===== src/rtl/debug_pkg.sv =====
// Shared debug-path types and constants.
// Used by the step controller and the VGA overlay.
package debug_pkg;

  typedef enum logic [1:0] {
    STEP,
    RUN,
    HALT
  } step_state_t;

  localparam int   RATE_SEL_W     = 3;
  localparam logic KEY_IDLE_LEVEL = 1'b1;
  localparam logic SW_IDLE_LEVEL  = 1'b0;

  // Reload value for the free-run down-counter.
  // A shift that reaches zero is clamped to a one-cycle period.
  function automatic logic [31:0] rate_reload(
    input logic [31:0]           base,
    input logic [RATE_SEL_W-1:0] sel
  );
    logic [31:0] period;
    period = base >> sel;
    return (period == 32'd0) ? 32'd0 : period - 32'd1;
  endfunction

endpackage


===== src/rtl/debouncer.sv =====
// Push-button synchronizer and debouncer.
// Emits the stable level and a one-cycle press strobe.
module debouncer
  import debug_pkg::*;
#(
  parameter int SYNC_STAGES     = 2,
  parameter int DEBOUNCE_CYCLES = 1_000_000
) (
  input  logic clk,
  input  logic rst_n,
  input  logic key_n_i,
  output logic level_o,
  output logic press_o
);

  localparam int CW = (DEBOUNCE_CYCLES > 1) ?
                      $clog2(DEBOUNCE_CYCLES) : 1;
  localparam logic [CW-1:0] LAST = CW'(DEBOUNCE_CYCLES - 1);

  logic [SYNC_STAGES-1:0] sync_q;
  logic [CW-1:0]          cnt_q;
  logic [CW-1:0]          cnt_d;
  logic                   level_q;
  logic                   level_d;
  logic                   press_q;
  logic                   press_d;
  logic                   key_s;

  assign key_s = sync_q[SYNC_STAGES-1];

  // Accept a new level only after it held for the full window.
  always_comb begin
    cnt_d   = '0;
    level_d = level_q;
    press_d = 1'b0;
    if (key_s != level_q) begin
      if (cnt_q == LAST) begin
        level_d = key_s;
        press_d = level_q & ~key_s;
      end else begin
        cnt_d = cnt_q + CW'(1);
      end
    end
  end

  // Synchronizer chain, counter and registered outputs.
  always_ff @(posedge clk or negedge rst_n) begin
    if (!rst_n) begin
      sync_q  <= {SYNC_STAGES{KEY_IDLE_LEVEL}};
      cnt_q   <= '0;
      level_q <= KEY_IDLE_LEVEL;
      press_q <= 1'b0;
    end else begin
      sync_q  <= {sync_q[SYNC_STAGES-2:0], key_n_i};
      cnt_q   <= cnt_d;
      level_q <= level_d;
      press_q <= press_d;
    end
  end

  assign level_o = level_q;
  assign press_o = press_q;

endmodule


===== src/rtl/step_controller.sv =====
// CPU clock-enable generator: manual step,
// free-run at a selectable rate, PC breakpoint halt.
module step_controller
  import debug_pkg::*;
#(
  parameter int CLK_HZ          = 50_000_000,
  parameter int DEBOUNCE_CYCLES = 1_000_000,
  parameter int SYNC_STAGES     = 2
) (
  input  logic                  clk,
  input  logic                  reset_n,
  input  logic                  key_step_n,
  input  logic                  sw_run,
  input  logic [RATE_SEL_W-1:0] run_rate,
  input  logic                  bp_en,
  input  logic [31:0]           bp_addr,
  input  logic [31:0]           pc_value,
  output logic                  cpu_step,
  output logic [31:0]           step_count,
  output logic                  running,
  output logic                  halted,
  output logic                  key_level
);

  logic        press;
  logic [1:0]  run_sync_q;
  logic [1:0]  bp_sync_q;
  logic        run_prev_q;
  logic        run_s;
  logic        run_rise;
  logic        bp_hit;
  logic [31:0] reload;

  step_state_t state_q;
  step_state_t state_d;
  logic [31:0] rate_q;
  logic [31:0] rate_d;
  logic        step_q;
  logic        step_d;
  logic [31:0] step_count_q;
  logic        running_q;
  logic        halted_q;

  debouncer #(
    .SYNC_STAGES     (SYNC_STAGES),
    .DEBOUNCE_CYCLES (DEBOUNCE_CYCLES)
  ) u_key (
    .clk     (clk),
    .rst_n   (reset_n),
    .key_n_i (key_step_n),
    .level_o (key_level),
    .press_o (press)
  );

  assign run_s    = run_sync_q[1];
  assign run_rise = run_s & ~run_prev_q;
  assign bp_hit   = bp_sync_q[1] && (pc_value == bp_addr);
  assign reload   = rate_reload(32'(CLK_HZ), run_rate);

  // Switch synchronizers and resume-edge history.
  always_ff @(posedge clk or negedge reset_n) begin
    if (!reset_n) begin
      run_sync_q <= {2{SW_IDLE_LEVEL}};
      bp_sync_q  <= {2{SW_IDLE_LEVEL}};
      run_prev_q <= SW_IDLE_LEVEL;
    end else begin
      run_sync_q <= {run_sync_q[0], sw_run};
      bp_sync_q  <= {bp_sync_q[0], bp_en};
      run_prev_q <= run_s;
    end
  end

  // Next mode, step request and rate counter.
  // Leaving RUN takes priority over a same-cycle tick.
  always_comb begin
    state_d = state_q;
    rate_d  = rate_q;
    step_d  = 1'b0;
    unique case (state_q)
      STEP: begin
        step_d = press;
        if (run_s) begin
          state_d = RUN;
          rate_d  = reload;
        end
      end
      RUN: begin
        if (!run_s) begin
          state_d = STEP;
        end else if (rate_q == 32'd0) begin
          rate_d = reload;
          if (bp_hit) begin
            state_d = HALT;
          end else begin
            step_d = 1'b1;
          end
        end else begin
          rate_d = rate_q - 32'd1;
        end
      end
      HALT: begin
        step_d = press;
        if (!run_s) begin
          state_d = STEP;
        end else if (run_rise) begin
          state_d = RUN;
          rate_d  = reload;
        end
      end
      default: state_d = STEP;
    endcase
  end

  // Mode register with registered step/flag outputs.
  always_ff @(posedge clk or negedge reset_n) begin
    if (!reset_n) begin
      state_q      <= STEP;
      rate_q       <= '0;
      step_q       <= 1'b0;
      step_count_q <= '0;
      running_q    <= 1'b0;
      halted_q     <= 1'b0;
    end else begin
      state_q   <= state_d;
      rate_q    <= rate_d;
      step_q    <= step_d;
      running_q <= (state_d == RUN);
      halted_q  <= (state_d == HALT);
      if (step_d) begin
        step_count_q <= step_count_q + 32'd1;
      end
    end
  end

  assign cpu_step   = step_q;
  assign step_count = step_count_q;
  assign running    = running_q;
  assign halted     = halted_q;

endmodule


===== config.mk =====
export PLATFORM = sky130hd
export DESIGN_NAME = step_controller
export DESIGN_NICKNAME = d
export VERILOG_FILES = /design/src/rtl/debug_pkg.sv /design/src/rtl/debouncer.sv /design/src/rtl/step_controller.sv
export SDC_FILE = /design/constraint.sdc
export NUM_CORES = 1
export LEC_CHECK = 0
export ABC_AREA = 1
export BUFFER_PORTS_ARGS = -buffer_cell sky130_fd_sc_hd__buf_2
export CAP_MARGIN = 40
export CORE_MARGIN = 8
export CORE_UTILIZATION = 50
export DETAILED_ROUTE_END_ITERATION = 10
export MAX_ROUTING_LAYER = met4
export PLACE_DENSITY = 0.72
export SETUP_SLACK_MARGIN = 0.5
export SYNTH_ARGS = -nofsm -noshare
export SYNTH_HDL_FRONTEND = slang
export SYNTH_SLANG_ARGS = --single-unit
export TNS_END_PERCENT = 100

===== constraint.sdc =====
create_clock -name clk -period 2.56 [get_ports clk]
set_input_delay 0.128 -clock clk [delete_from_list [all_inputs] [get_ports clk]]
set_output_delay 0.128 -clock clk [all_outputs]
set_load 0.1 [all_outputs]

* Word-level counts from Yosys, hierarchy flattened
Cells that the tools add are included.
** Word-level totals
- Input port bits :: 72
- Logic and storage cells :: 63
- Output and inout bits :: 36
- Bits in registers :: 98
** Operators by class
- Shift-type cells :: 1
- $add $sub $neg :: 4
- Reductions and logical operators :: 8
- Equal/unequal tests :: 11
- Mux-type cells :: 22
- Bitwise gates (word level) :: 4
** Operators by type and width (count)
- 32-bit 2-to-1 mux :: 6
- 32-bit case mux with 3 select lines :: 1
- 32-bit zero test :: 2
- 32-bit by 1-bit subtractor with 32-bit output, second input constant :: 2
- 20-bit 2-to-1 mux :: 2
- 32-bit by 1-bit adder with 32-bit output, second input constant :: 1
- 32-bit == test :: 1
- 26-bit by 3-bit right shift with 32-bit output, first input constant :: 1
- 20-bit by 1-bit adder with 20-bit output, second input constant :: 1
- 20-bit == test, second input constant :: 1
- 2-bit 2-to-1 mux :: 6
- 2-bit != test, second input constant :: 4
- 2-bit case mux with 3 select lines :: 1
- 1-bit 2-to-1 mux :: 5
- 5-bit AND reduction :: 1
- 2-bit by 1-bit == test with 1-bit output, second input constant :: 2
- 2-bit == test, second input constant :: 2
- 3-bit nonzero test :: 1
- 1-bit bitwise AND :: 2
- 2-bit zero test :: 1
- 1-bit NOT :: 2
- 1-bit case mux with 2 select lines :: 1
- 2-bit AND reduction :: 1
- 2-bit OR reduction :: 1
- 2 further kinds :: 2

* Depth between registers and ports, before layout
- Depth in word-level cells :: 7
- Depth in mapped cells :: 14
- Gate-level depth less buffers :: 13

* Cells and area by module
From an unflattened synthesis, not the netlist that was laid out.
** Unflattened totals
- Cells, all modules :: 1105
- Area total of the unflattened synthesis :: 7200.7 sq um
** By module, submodules not included
- step_controller :: times used 1, area an instance 5833.1 sq um, sequential area each 1851.8 sq um, cells each 921
- debouncer :: times used 1, area an instance 1367.6 sq um, sequential area each 604.3 sq um, cells each 184

* Worst setup path before layout
Ideal clock, no wire load.
- Path kind :: register to register
- Start :: register step_count_q[1], in the netlist step_count[1]
- End :: register step_count_q[24], in the netlist step_count[24]
- Path slack :: 123 ps
- Required time :: 2439 ps
- Stages on the path, launching flop included :: 9
- Path buffers :: 0
- Data arrival time :: 2316 ps
- Setup time :: 121 ps
- Period minus slack after synthesis :: 2437 ps
- Cells stage by stage :: dfrtp_1 ha_1 nand3_1 nor2_2 nand3_1 nor3_1 xor2_1 nand2_1 nand2_1
** On the way
- Cells in the longest elaborated chain, start to end :: 1
** Ends and longest elaborated chain
- start: declaration :: line step_controller.sv:40 : logic [31:0] step_count_q;
- start signal: assignment :: line step_controller.sv:130 : step_count_q <= step_count_q + 32'd1;
- 32-bit by 1-bit adder with 32-bit output :: line step_controller.sv:130
Every way passes these cells.
A chain may end at the register's enable or synchronous reset.

* Worst setup path after layout
- Start :: register rate_q[25]
- End :: register step_count_q[11], in the netlist step_count[11]
** On the way
- Cells in the longest elaborated chain, start to end :: 4
** Ends and longest elaborated chain
- start: declaration :: line step_controller.sv:36 : logic [31:0] rate_q;
- start signal: assignment :: line step_controller.sv:125 : rate_q <= rate_d;
- 32-bit zero test :: line step_controller.sv:90 : end else if (rate_q == 32'd0) begin
- 1-bit 2-to-1 mux :: line step_controller.sv:90
- 1-bit 2-to-1 mux :: line step_controller.sv:88 : if (!run_s) begin
- 1-bit case mux with 2 select lines :: line step_controller.sv:79 : unique case (state_q)
Every way passes these cells.

==> impl_metrics.ini <==
[logic_synthesis]
synth_compound_area_share_pct = 4.921
synth_edf_count = 0
synth_xor_area_share_pct = 8.445
synth_top_family_by_area = simple AND/OR/NAND/NOR gates
synth_seq_cells = 98
synthCells = 969
synth.area.top_cells = dfrtp_1 (36%), nand2_1 (18%), nor2_1 (8.0%)
yosys.area.top_type_share_pct = 36.38
synthesis.nets = 1049
synth_area_leader_cell = dfrtp_1
synth_common_cells = nand2_1 (310), nor2_1 (140), inv_1 (115)
syn_area_per_cell_um2 = 6.743
yosysMostFrequentCell = nand2_1
synth_area_um2 = 6534
synthSimpleGateAreaFrac_pct = 38.89
synthFlopType = dfrtp_1
synth.distinct_cells = 39
ys_seq_area_share_pct = 37.59
synthArstFlopShare_pct = 100.0
muxShareOfSynthArea_pct = 0
yosys_warnings = 0
synthAdderAreaFrac_pct = 1.532

[min_path]
holdPathEnd = rate_q[14]
min_from = run_rate[0]
hold_path_class = input port to flip-flop
min_path_cells = 3

[setup_path]
r2r-end = step_count[11]
reg2reg_depth = 10
cpLargestDelayFamily = simple AND/OR/NAND/NOR gates
critical_path_required_ns = 2.81
slowest_delay_ns = 0.45
ff2ff_setup_slack_ns = 0.57
startpoint = rate_q[25]
critical_path_class = flip-flop to flip-flop
cp_cell_sequence = nor2_2 > and2_1 > nand3_2 > nor2_4 > inv_4 > nor2_4 > nand2_8 > clkbuf_16 > nand3_1 > nand2_1
r2r-start = rate_q[25]
worst_setup_path_start_kind = flip-flop
crit_buf_inv = 2
arrival_ns = 2.24
cpMaxStageDelayCell = dfrtp_1
worstPathMaxFanout = 8
crit_top_cell = nor2_4
end_kind = flip-flop

[cells_and_area]
area_growth_syn_to_layout_pct = 20.39
fin_cells = 1271
nets = 1174
nFillCells = 1185
drive_gt1_share_pct = 18.29
n_antenna_cell = 0

[floorplanning]
initial_core_util_pct = 51.57
num_rows = 41
die_w_um = 130.3
die_h_um = 130.3
coreArea_um2 = 12670
pin_count = 108
die-area_um2 = 16980

[drt]
num_vias = 6410
wl_per_cell_um = 13.68
drt-total-wl_um = 17390
drc = 0
drtIter0Drc = 464
ant_nets = 0
via_per_inst = 5.043
firstDrtPassIters = 7

[global_route]
antenna_found_initial = 0
grt-ovfl-total = 0
grt_use_met2_pct = 31.20
grt.total_usage_pct = 20.80
grt-busiest-layer = met2
grt_use_met1_pct = 28.14
grt_use_met3_pct = 3.794
grt_pass1_vias = 5731
grt_max_degree = 44
grt_pass1_wl_um = 27570

[timing]
worst_pin_slew_ns = 0.8671
hold_viol = 0
finalSetupViolations = 0
max_freq_ghz = 0.5013
min_period_ns = 1.995
maxSlewHeadroom_pct = 42.05
finalSetupTns_ns = 0
finClkSkew_ns = 0.01288
whs_ns = 0.1306
post-route-period-util_pct = 77.92
maxSlewViolCount = 0
rsz0062_at_grt = no

[clock_network]
clkTransAtPathRegs_ns = 0.07
numCtsBuffers = 9
ctsRootBufferMaster = clkbuf_16
cts_max_level = 3
clockBufferDepth = 2
cts.sinks = 98
clk_latency_ns = 0.36
cts_tree = done

[run_status]
status = finished clean

[placement]
numPortBuffers = 107
placedCellCount = 1239
hpwl_um = 12720
gp_congestion = 0.9253

[power]
irDropWorstVdd_mv = 0.2830
p_per_area_nw_per_um2 = 471.7
power.leakage_nw = 4.042

[run]
cap_violations = 0
==> worst reg2reg max path, stage by stage, from the launching register on <==
cell and delay (ns):
dfrtp_1 0.45, nor2_2 0.16, and2_1 0.22, nand3_2 0.15, nor2_4 0.20, inv_4 0.06, nor2_4 0.17, nand2_8 0.14
clkbuf_16 0.23, nand3_1 0.06, nand2_1 0.06
==> power by group <==
| part | switching, mW | internal, mW | leakage (nW) | total [mW] |
|---|---|---|---|---|
| combinational | 0.361 | 0.245 | 2.65 | 0.606 |
| clock | 0.655 | 0.707 | 0.140 | 1.36 |
| sequential | 0.108 | 1.63 | 1.26 | 1.74 |
==> layer usage <==
metal / vias to the layer above / wire length, um
met3: 23 / 1374
met4: 0 / 263
li1: 3267 / -
met1: 2907 / 7800
met2: 213 / 7951
met5: - / 0
==> cells in the final DEF, fill, tap and decap left out, types with 4 or more instances in the layout <==
cell	instances
a21oi_1	20
buf_2	106
buf_4	14
clkbuf_16	11
dfrtp_1	81
dfrtp_2	13
dlygate4sd3_1	4
ha_1	7
inv_1	112
inv_2	8
nand2_1	309
nand3_1	78
nand3b_1	4
nand4_1	16
nor2_1	130
nor2_2	14
nor3_1	30
o211ai_1	7
o21ai_0	17
o21ai_1	5
xnor2_1	28
xor2_1	35
==> worst max-delay path by stage <==
stage | endpoint | depth (start not counted)
after CTS | rate_q[9] | 10
after floorplan | step_count[24] | 8
after detailed placement | rate_q[9] | 10
after global routing | step_count[14] | 12
final | step_count[11] | 10
after global placement | rate_q[9] | 10
==> cell families (layout without fill, tap and decap cells) <==
kind of cell	count (synthesis)	count (layout)
DFF	98	98
AOI/OAI and AO/OA	56	56
buffers and inverters	141	269
xor gates and xnor gates	63	63
adders and majority gates	8	8
and+or+nand+nor	603	605
==> through the flow <==
step / util, % / setup WS, ns / power, mW / area (um^2)
after detailed placement: 57.48 / 0.3030 / 2.329 / 7283
final: 62.08 / 0.5652 / 3.710 / 7866
after floorplan: - / 0.5008 / 2.119 / 6551
after global placement: 57.48 / 0.3553 / 2.324 / 7283
after CTS: 60.35 / 0.5067 / 3.701 / 7647
after global routing: 62.08 / 0.4674 / 3.901 / 7866
==> final cells by class <==
cell class | count | area (um^2) | share of cell area (%)
tap | 172 | 215.2 | 2.736
multi-input combinational | 732 | 3628 | 46.13
sequential | 98 | 2476 | 31.48
inverter | 123 | 464.2 | 5.901
clock inverter | 6 | 55.05 | 0.6999
clock buffer | 10 | 239.0 | 3.038
timing repair buffer | 130 | 788.3 | 10.02
==> sequential cells by signal (all words and copies together) (netlist names) <==
register       count
bp_sync_q          2
cpu_step           1
step_count        32
u_key.level_o      1
running            1
state_q            2
rate_q            32
run_prev_q         1
run_sync_q         2
u_key.sync_q       2
halted             1
u_key.cnt_q       20
u_key.press_o      1
==> repair_timing <==
action | in CTS | in global routing
gates resized for setup | 6 | 26
endpoints found under the setup margin | 44 | 54
endpoints found under the hold margin | 44 | 0
hold buffers | 4 | 0
cloned | 0 | 4
pin swaps | 0 | 6
setup buffers | 0 | 8
Power figures use the tool's default switching activity.
